--- config.mk ---
export PLATFORM = sky130hd
export DESIGN_NAME = alu_arbiter
export DESIGN_NICKNAME = d
export VERILOG_FILES = /design/src/rtl/alu_arbiter_pkg.sv /design/src/rtl/alu_arbiter_alu.sv /design/src/rtl/alu_arbiter.sv
export SDC_FILE = /design/constraint.sdc
export NUM_CORES = 2
export LEC_CHECK = 0
export CAP_MARGIN = 0
export CORE_AREA = 4 4 238 240
export CTS_CLUSTER_SIZE = 10
export DETAILED_ROUTE_END_ITERATION = 8
export DIE_AREA = 0 0 242 244
export PLACE_DENSITY = 0.74
export SLEW_MARGIN = 20
export SYNTH_ARGS = -nofsm -noshare
export SYNTH_HDL_FRONTEND = slang
export SYNTH_SLANG_ARGS = --single-unit
--- constraint.sdc ---
create_clock -name clk -period 11.6 [get_ports clk]
set_input_delay 1.16 -clock clk [delete_from_list [all_inputs] [get_ports clk]]
set_output_delay 1.16 -clock clk [all_outputs]
set_load 0.02 [all_outputs]
--- src/rtl/alu_arbiter_pkg.sv ---
// Shared opcode constants, flag bit positions and requester-id width for alu_arbiter.
package alu_arbiter_pkg;
  localparam int ID_W = 1;
  typedef logic [ID_W-1:0] id_t;

  localparam logic [4:0] ALUC_ADD  = 5'h01;
  localparam logic [4:0] ALUC_ADDU = 5'h02;
  localparam logic [4:0] ALUC_SUB  = 5'h03;
  localparam logic [4:0] ALUC_SUBU = 5'h04;
  localparam logic [4:0] ALUC_AND  = 5'h05;
  localparam logic [4:0] ALUC_OR   = 5'h06;
  localparam logic [4:0] ALUC_XOR  = 5'h07;
  localparam logic [4:0] ALUC_NOR  = 5'h08;
  localparam logic [4:0] ALUC_SLT  = 5'h09;
  localparam logic [4:0] ALUC_SLTU = 5'h0A;
  localparam logic [4:0] ALUC_SLL  = 5'h0B;
  localparam logic [4:0] ALUC_SRL  = 5'h0C;
  localparam logic [4:0] ALUC_SRA  = 5'h0D;
  localparam logic [4:0] ALUC_SLLV = 5'h0E;
  localparam logic [4:0] ALUC_SRLV = 5'h0F;
  localparam logic [4:0] ALUC_SRAV = 5'h10;
  localparam logic [4:0] ALUC_LUI  = 5'h11;
  localparam logic [4:0] ALUC_MUL  = 5'h12;

  localparam int FLAG_Z = 3;
  localparam int FLAG_C = 2;
  localparam int FLAG_N = 1;
  localparam int FLAG_V = 0;

  typedef struct packed {
    logic [31:0] a;
    logic [31:0] b;
    logic [4:0]  aluc;
    id_t         id;
  } s1_t;

  function automatic logic aluc_legal(input logic [4:0] c);
    return (c >= ALUC_ADD) && (c <= ALUC_MUL);
  endfunction

  function automatic logic is_shift(input logic [4:0] c);
    return (c >= ALUC_SLL) && (c <= ALUC_SRAV);
  endfunction

  function automatic logic carry_en(input logic [4:0] c);
    return (c == ALUC_ADDU) || (c == ALUC_SUBU) || (c == ALUC_SLTU) || is_shift(c);
  endfunction

  function automatic logic ovf_en(input logic [4:0] c);
    return (c == ALUC_ADD) || (c == ALUC_SUB);
  endfunction
endpackage

--- src/rtl/alu_arbiter_alu.sv ---
// Combinational 32-bit ALU; raw flags only, masking is done by the caller.
module alu_arbiter_alu
  import alu_arbiter_pkg::*;
(
  input  logic [31:0] a,
  input  logic [31:0] b,
  input  logic [4:0]  aluc,
  output logic [31:0] r,
  output logic        zero,
  output logic        carry,
  output logic        negative,
  output logic        overflow
);
  // Shift amount comes from a[4:0], data from b; V and non-V forms differ only in operand source upstream.
  always_comb begin
    r        = '0;
    carry    = 1'b0;
    overflow = 1'b0;
    case (aluc)
      ALUC_ADD: begin
        r        = a + b;
        overflow = (a[31] == b[31]) && (r[31] != a[31]);
      end
      ALUC_ADDU: {carry, r} = {1'b0, a} + {1'b0, b};
      ALUC_SUB: begin
        r        = a - b;
        overflow = (a[31] != b[31]) && (r[31] != a[31]);
      end
      ALUC_SUBU: {carry, r} = {1'b0, a} - {1'b0, b};
      ALUC_AND:  r = a & b;
      ALUC_OR:   r = a | b;
      ALUC_XOR:  r = a ^ b;
      ALUC_NOR:  r = ~(a | b);
      ALUC_SLT:  r = {31'd0, $signed(a) < $signed(b)};
      ALUC_SLTU: begin
        r     = {31'd0, a < b};
        carry = a < b;
      end
      ALUC_SLL, ALUC_SLLV: {carry, r} = {1'b0, b} << a[4:0];
      ALUC_SRL, ALUC_SRLV: {r, carry} = {b, 1'b0} >> a[4:0];
      ALUC_SRA, ALUC_SRAV: {r, carry} = $signed({b, 1'b0}) >>> a[4:0];
      ALUC_LUI:  r = {b[15:0], 16'h0000};
      ALUC_MUL:  r = a * b;
      default:   r = '0;
    endcase
  end

  assign zero     = (r == '0);
  assign negative = r[31];
endmodule

--- src/rtl/alu_arbiter.sv ---
// Two-requester ALU front end: arbiter -> S1 operand regs -> ALU -> S2 result regs.
// Define ALU_ARB_RR_EN for round-robin arbitration; otherwise requester 0 has fixed priority.
module alu_arbiter
  import alu_arbiter_pkg::*;
(
  input  logic        clk,
  input  logic        rst_n,
  input  logic        req0_valid,
  output logic        req0_ready,
  input  logic [31:0] req0_a,
  input  logic [31:0] req0_b,
  input  logic [4:0]  req0_aluc,
  input  logic        req1_valid,
  output logic        req1_ready,
  input  logic [31:0] req1_a,
  input  logic [31:0] req1_b,
  input  logic [4:0]  req1_aluc,
  output logic        rsp0_valid,
  input  logic        rsp0_ready,
  output logic        rsp1_valid,
  input  logic        rsp1_ready,
  output logic [31:0] rsp_r,
  output logic [3:0]  rsp_flags,
  output logic        rsp_err
);
  s1_t  s1_q, s1_d;
  logic s1_valid;
  logic s2_valid, s2_fire, s2_free, s1_free;
  logic pref0, pref1, gnt0, gnt1;

  assign s2_valid = rsp0_valid | rsp1_valid;
  assign s2_fire  = (rsp0_valid && rsp0_ready) || (rsp1_valid && rsp1_ready);
  assign s2_free  = !s2_valid || s2_fire;
  assign s1_free  = !s1_valid || s2_free;

`ifdef ALU_ARB_RR_EN
  logic rr_ptr;
  assign pref0 = !rr_ptr;
  assign pref1 = rr_ptr;

  always_ff @(posedge clk or negedge rst_n) begin
    if (!rst_n)                rr_ptr <= 1'b0;
    else if (gnt0 && !rr_ptr)  rr_ptr <= 1'b1;
    else if (gnt1 && rr_ptr)   rr_ptr <= 1'b0;
  end
`else
  assign pref0 = 1'b1;
  assign pref1 = 1'b0;
`endif

  // Each ready looks only at the other side's valid, so no requester sees a loop through itself.
  assign req0_ready = rst_n && s1_free && (pref0 || !req1_valid);
  assign req1_ready = rst_n && s1_free && (pref1 || !req0_valid);
  assign gnt0 = req0_valid && req0_ready;
  assign gnt1 = req1_valid && req1_ready;

  always_comb begin
    s1_d = '{a: req0_a, b: req0_b, aluc: req0_aluc, id: id_t'(0)};
    if (gnt1) s1_d = '{a: req1_a, b: req1_b, aluc: req1_aluc, id: id_t'(1)};
  end

  always_ff @(posedge clk or negedge rst_n) begin
    if (!rst_n) begin
      s1_valid <= 1'b0;
      s1_q     <= '0;
    end else if (s1_free) begin
      s1_valid <= gnt0 || gnt1;
      if (gnt0 || gnt1) s1_q <= s1_d;
    end
  end

  logic [31:0] alu_r;
  logic        alu_z, alu_c, alu_n, alu_v;

  alu_arbiter_alu u_alu (
    .a        (s1_q.a),
    .b        (s1_q.b),
    .aluc     (s1_q.aluc),
    .r        (alu_r),
    .zero     (alu_z),
    .carry    (alu_c),
    .negative (alu_n),
    .overflow (alu_v)
  );

  logic [31:0] res_r;
  logic [3:0]  res_f;
  logic        res_err, shift_nocarry;

  // A zero low nibble on a shift suppresses carry regardless of the raw ALU value.
  assign shift_nocarry = is_shift(s1_q.aluc) && (s1_q.a[3:0] == 4'h0);

  always_comb begin
    res_err        = !aluc_legal(s1_q.aluc);
    res_r          = alu_r;
    res_f          = '0;
    res_f[FLAG_Z]  = alu_z;
    res_f[FLAG_C]  = alu_c && carry_en(s1_q.aluc) && !shift_nocarry;
    res_f[FLAG_N]  = alu_n;
    res_f[FLAG_V]  = alu_v && ovf_en(s1_q.aluc);
    if (res_err) begin
      res_r         = '0;
      res_f         = '0;
      res_f[FLAG_Z] = 1'b1;
    end
  end

  always_ff @(posedge clk or negedge rst_n) begin
    if (!rst_n) begin
      rsp0_valid <= 1'b0;
      rsp1_valid <= 1'b0;
      rsp_r      <= '0;
      rsp_flags  <= '0;
      rsp_err    <= 1'b0;
    end else if (s2_free) begin
      rsp0_valid <= s1_valid && (s1_q.id == id_t'(0));
      rsp1_valid <= s1_valid && (s1_q.id == id_t'(1));
      if (s1_valid) begin
        rsp_r     <= res_r;
        rsp_flags <= res_f;
        rsp_err   <= res_err;
      end
    end
  end
endmodule

### Yosys cells after proc, flatten, opt, wreduce, memory -nomap -nowiden

Index checks and enable logic that the tools add are counted.

| cells by class | value |
|---|---|
| add/sub/neg operators | 4 |
| $mul | 1 |
| divide/modulo/power cells | 0 |
| $lt $le $gt $ge | 6 |
| equal/unequal tests | 22 |
| shift operators | 3 |
| mux-type cells | 6 |
| bitwise gates (word level) | 6 |
| reduce and logical (&&, ||, !) cells | 36 |

Operator list:

| kind | number |
|---|---|
| $pmux 32 s15 | 1 |
| $mux 70 | 1 |
| $lt 32x32->1 | 2 |
| $eq 5x4->1 const B | 8 |
| $add 32x32->33 | 1 |
| $shl 32x5->33 | 1 |
| $shr 33x5->33 | 1 |
| $sshr 33x5->33 | 1 |
| $sub 32x32->33 | 1 |
| $add 32x32->32 | 1 |
| $and 32x32->32 | 1 |
| $logic_not 32->1 | 1 |
| $mul 32x32->32 | 1 |
| $mux 32 | 1 |
| $not 32->32 | 1 |
| $or 32x32->32 | 1 |
| $sub 32x32->32 | 1 |
| $xor 32x32->32 | 1 |
| $eq 5x3->1 const B | 4 |
| $logic_and 1x1->1 | 16 |
| $eq 5x5->1 const B | 3 |
| $eq 5x2->1 const B | 2 |
| $le 5x5->1 const B | 2 |
| $logic_or 1x1->1 | 8 |
| other kinds (14) | 23 |

| word-level totals | value |
|---|---|
| register bits | 110 |
| latch bits | 0 |
| memory bits (writable) | 0 |
| bits in read-only memories | 0 |
| input bits | 144 |
| output and inout port bits | 41 |
| word-level logic and storage cells | 94 |
| memories kept | 0 |

### Logic depth before layout (Yosys ltp)

| logic depth | value |
|---|---|
| word-level depth | 9 |
| mapped depth | 33 |
| mapped depth without buffers | 28 |

### Hierarchy

Synthesis repeated with hierarchy kept, for this count alone.

| unflattened totals | value |
|---|---|
| cells, all modules | 3,697 |
| area total of the unflattened synthesis | 30,205.2 µm² |

Modules (own cells, without submodules):

| module | times used | cells each | area each (µm²) | seq. area each (µm²) |
|---|---|---|---|---|
| alu_arbiter_alu | 1 | 3,265 | 25,374.3 | 0.0 |
| alu_arbiter | 1 | 432 | 4,830.9 | 2,752.6 |

### Worst setup path before layout

Ideal clock, no wire load.

| timing | value |
|---|---|
| kind | register -> register |
| start | register s1_q[40] in the netlist's numbering |
| end | register rsp_flags[3] |
| setup time | 95 ps |
| arrival time | 8,156 ps |
| data required time | 11,505 ps |
| path slack | 3,349 ps |
| cell stages (with the launch flop) | 32 |
| buffers on the path | 7 |
| period minus slack after synthesis | 8,251 ps |
| cells stage by stage | dfrtp_1 buf_2 inv_1 clkbuf_1 buf_2 buf_2 clkbuf_1 buf_1 nor2_1 fa_1 fa_1 inv_1 fa_1 inv_1 ha_1 fa_1 fa_1 fa_1 fa_1 ha_1 clkbuf_1 a21oi_1 o21ai_1 nor4_1 a21oi_1 a31oi_1 nor2b_1 o31a_1 or3_1 nor4_1 nand4_1 o32ai_2 |

| between the ends | value |
|---|---|
| longest elaborated chain between the ends | 5 |
| elaborated cells between the ends (all ways) | 17 |
| those cells by class | add/sub (4); mul (1); order compare (2); shift (3); mux (2); bitwise (4); reduce/logical (1) |

Ends and longest elaborated chain:

| item | line | source |
|---|---|---|
| from (decl) | alu_arbiter.sv:26 | `s1_t s1_q, s1_d;` |
| from (signal assigned) | alu_arbiter.sv:65 | `s1_q <= '0;` |
| from (signal assigned) | alu_arbiter.sv:68 | `if (gnt0 \|\| gnt1) s1_q <= s1_d;` |
| branches (longest 2 deep; another with $mul 32x32->32) | n/a |  |
| $pmux 32 s15 * | alu_arbiter_alu.sv:19 | `case (aluc)` |
| $logic_not 32->1 * | alu_arbiter_alu.sv:48 | `assign zero = (r == '0);` |
| $mux 4 * | alu_arbiter.sv:101 | `if (res_err) begin` |
| to (signal assigned) | alu_arbiter.sv:120 | `rsp_flags <= res_f;` |
| to (decl) | alu_arbiter.sv:23 | `output logic [3:0] rsp_flags,` |

Mark *: on every way between the ends.
A chain may end at the register's enable or synchronous reset.

### Worst setup path after layout

| timing | value |
|---|---|
| start | register s1_q[8] in the netlist's numbering |
| end | register rsp_flags[3] |

The elaborated chain is that of the path after synthesis.

==> impl_metrics.ini <==
[detailed_routing]
vias_per_cell = 6.881
drt_iter0_markers = 4847
vias = 30180
routed_wirelength_um = 138200
ant_nets = 0
wl_per_cell_um = 31.50
drtPass1Iterations = 8
drc = 0

[final_layout]
finalNonFillerCells = 4386
layout.nets = 4448
drive_gt1_share_pct = 5.408
area_delta_synth_final_pct = 8.964
nFillCells = 4993

[critical_path]
path_class = reg2reg
r2r_end = rsp_flags[3]
crit_chain = inv_1 -> buf_4 -> nor2_1 -> fa_1 -> inv_1 -> fa_1 -> fa_1 -> fa_1 -> inv_1 -> fa_1 -> fa_1 -> fa_1 -> fa_1 -> ha_1 -> a21oi_1 -> nand2_1 -> o211ai_1 -> nand4_1 -> a21oi_1 -> o21ai_0 -> a2111oi_1 -> o2111ai_1 -> or4_1 -> o32ai_2
crit_arrival_ns = 9.66
cp_common_cell = fa_1
reg2reg_depth = 24
cp-start-kind = flop
cpMaxStageDelayCell = dfrtp_1
r2r_slack_ns = 2.26
slowest_delay_ns = 0.84
crit_required_ns = 11.91
r2r_start = s1_q[8]
crit_fanout = 19
end_kind = flop

[die]
ios = 185
die_x_um = 242
die_h_um = 244
rows = 86
die_area_sq_um = 59050
core_sq_um = 54660
start_util_pct = 54.57

[synthesis]
yosys_warnings = 0
netlist-cell-type-count = 95
syn_area_per_cell_sq_um = 8.152
ys_seq_area_share_pct = 9.144
synthCells = 3659
yosysMostFrequentCell = nor2_1
synth_area_sq_um = 29830
synth_fp_nets = 4432
synth_edf_count = 0
ys.flop_type = dfrtp_1
synth_area_leader_cell = fa_1
ys_ff_latch = 109
synth_top_area_share_pct = 27.52
synth_top_cells_by_count = 489 x nor2_1, 459 x inv_1, 410 x fa_1
async_flop_share_pct = 100.0
synth_area_leaders = fa_1 28%, ha_1 9.2%, dfrtp_1 9.1%

[placed_design]
numPortBuffers = 184
place_inst = 4368
preCtsSetupSlack_ns = 2.368
dp_hpwl_um = 108400
globalplace.congestion = 1.108

[cts]
clk_path_buf_depth = 2
cts_setup_buffers = 0
cts_resized = 0
cts_made_buffers = 9
clockRootBuffer = clkbuf_16
cts.sinks = 109
clk_pin_slew_worst_paths_ns = 0.11
cts_tree = built
htree_levels = 3
cts_hold_buf = 0
clk_latency_ns = 0.43

[sta]
fin_skew_ns = 0.03372
period_share_pct = 80.55
rsz0062_at_grt = no
hold_viol_final = 0
finalMaxSlewViolations = 0
period_needed_ns = 9.344
finalSetupTns_ns = 0
fmax_ghz = 0.1070
setup_slack_ns = 2.256
worst_slew_margin_rel_pct = 19.89
finalSetupViolCount = 0
tightest_slew_ns = 1.194

[global_routing]
antenna_found_initial = 7
grt_pass1_wl_um = 199700
grt_overflow = 0
grtUsageTotal_pct = 45.90
grt_max_degree = 111
first_global_vias = 29210

[job]
max-cap-violations = 0

[min_path]
hp-start = rsp_r[12]
min_to = rsp_r[12]
min_path_cells = 2
hp-class = reg2reg

[outcome]
outcome = finished, final reports clean
layer usage:
metal | GRT usage, % | vias to the layer above | part of all wire, %
li1 | - | 12300 | -
met1 | 59.09 | 14580 | 36
met2 | 64.52 | 2661 | 40
met3 | 16.96 | 634 | 15
met4 | 30.89 | 6 | 9.1
met5 | 0 | - | 0.036
sequential cells by signal (all words and copies together) (netlist names):
register,cells
s1_q,70
rsp_r,31
rsp_flags,4
rsp0_valid,1
rsp1_valid,1
rsp_err,1
s1_valid,1
layout by cell type (no fill, tap or decap), drive strengths merged, types with 84 or more instances in the layout:
master | synthesis | routed
fa | 410 | 410
inv | 468 | 475
clkdlybuf4s50 | 0 | 183
ha | 219 | 219
nor2 | 489 | 489
xnor2 | 84 | 84
nand2 | 371 | 371
dfrtp | 109 | 109
o21ai | 128 | 128
mux2i | 131 | 131
buf | 71 | 86
a21oi | 212 | 212
worst max-delay path, delay by kind of cell, from the launching register on:
family	cells	cell delay, ns
buf+inv	4	0.84
fa+ha+maj	9	4.26
simple gates	4	1.01
flops	1	0.84
compound gates	7	2.28
kinds of logic (layout without fill, tap and decap cells):
family | after synthesis | in the layout | share of synthesized area (%)
mux | 186 | 186 | 7.693
fa+ha+maj | 629 | 629 | 36.70
simple gates | 1135 | 1135 | 16.57
other cells | 0 | 2 | 0
compound gates | 753 | 753 | 17.26
flops | 109 | 109 | 9.144
buf+inv | 741 | 762 | 9.526
xor+xnor | 106 | 106 | 3.112
cell type report:
cell class                 instances  area [sq um]  share of cell area [%]
multi-input combinational       2809         24290                   74.73
sequential                       109          2739                   8.426
timing repair buffer             269          2477                   7.622
inverter                         477          1790                   5.509
tap                              704         880.8                   2.710
clock buffer                       9         225.2                  0.6929
clock inverter                     7         96.34                  0.2964
antenna                            2         5.005                 0.01540
metrics by stage:
step	hold slack, ns	utilization [%]	area (sq um)
3_5_place_dp	0.4800	58.86	32170
6_report	0.5057	59.46	32500
3_3_place_gp	0.4676	58.86	32170
5_1_grt	0.5322	59.45	32500
2_1_floorplan	0.5232	-	29830
4_1_cts	0.5041	59.44	32490
worst max path at each step:
stage | start | to | slack [ns] | cells after the start
6_report | s1_q[8] | rsp_flags[3] | 2.26 | 24
3_3_place_gp | s1_q[9] | rsp_flags[3] | 2.48 | 26
3_5_place_dp | s1_q[9] | rsp_flags[3] | 2.37 | 24
2_1_floorplan | s1_q[40] | rsp_flags[3] | 3.35 | 31
5_1_grt | s1_q[8] | rsp_flags[3] | 1.88 | 25
4_1_cts | s1_q[9] | rsp_flags[3] | 2.32 | 24
Power is not shown: default switching activity piles up to over one toggle a cycle in this logic, so the estimate is an artifact.
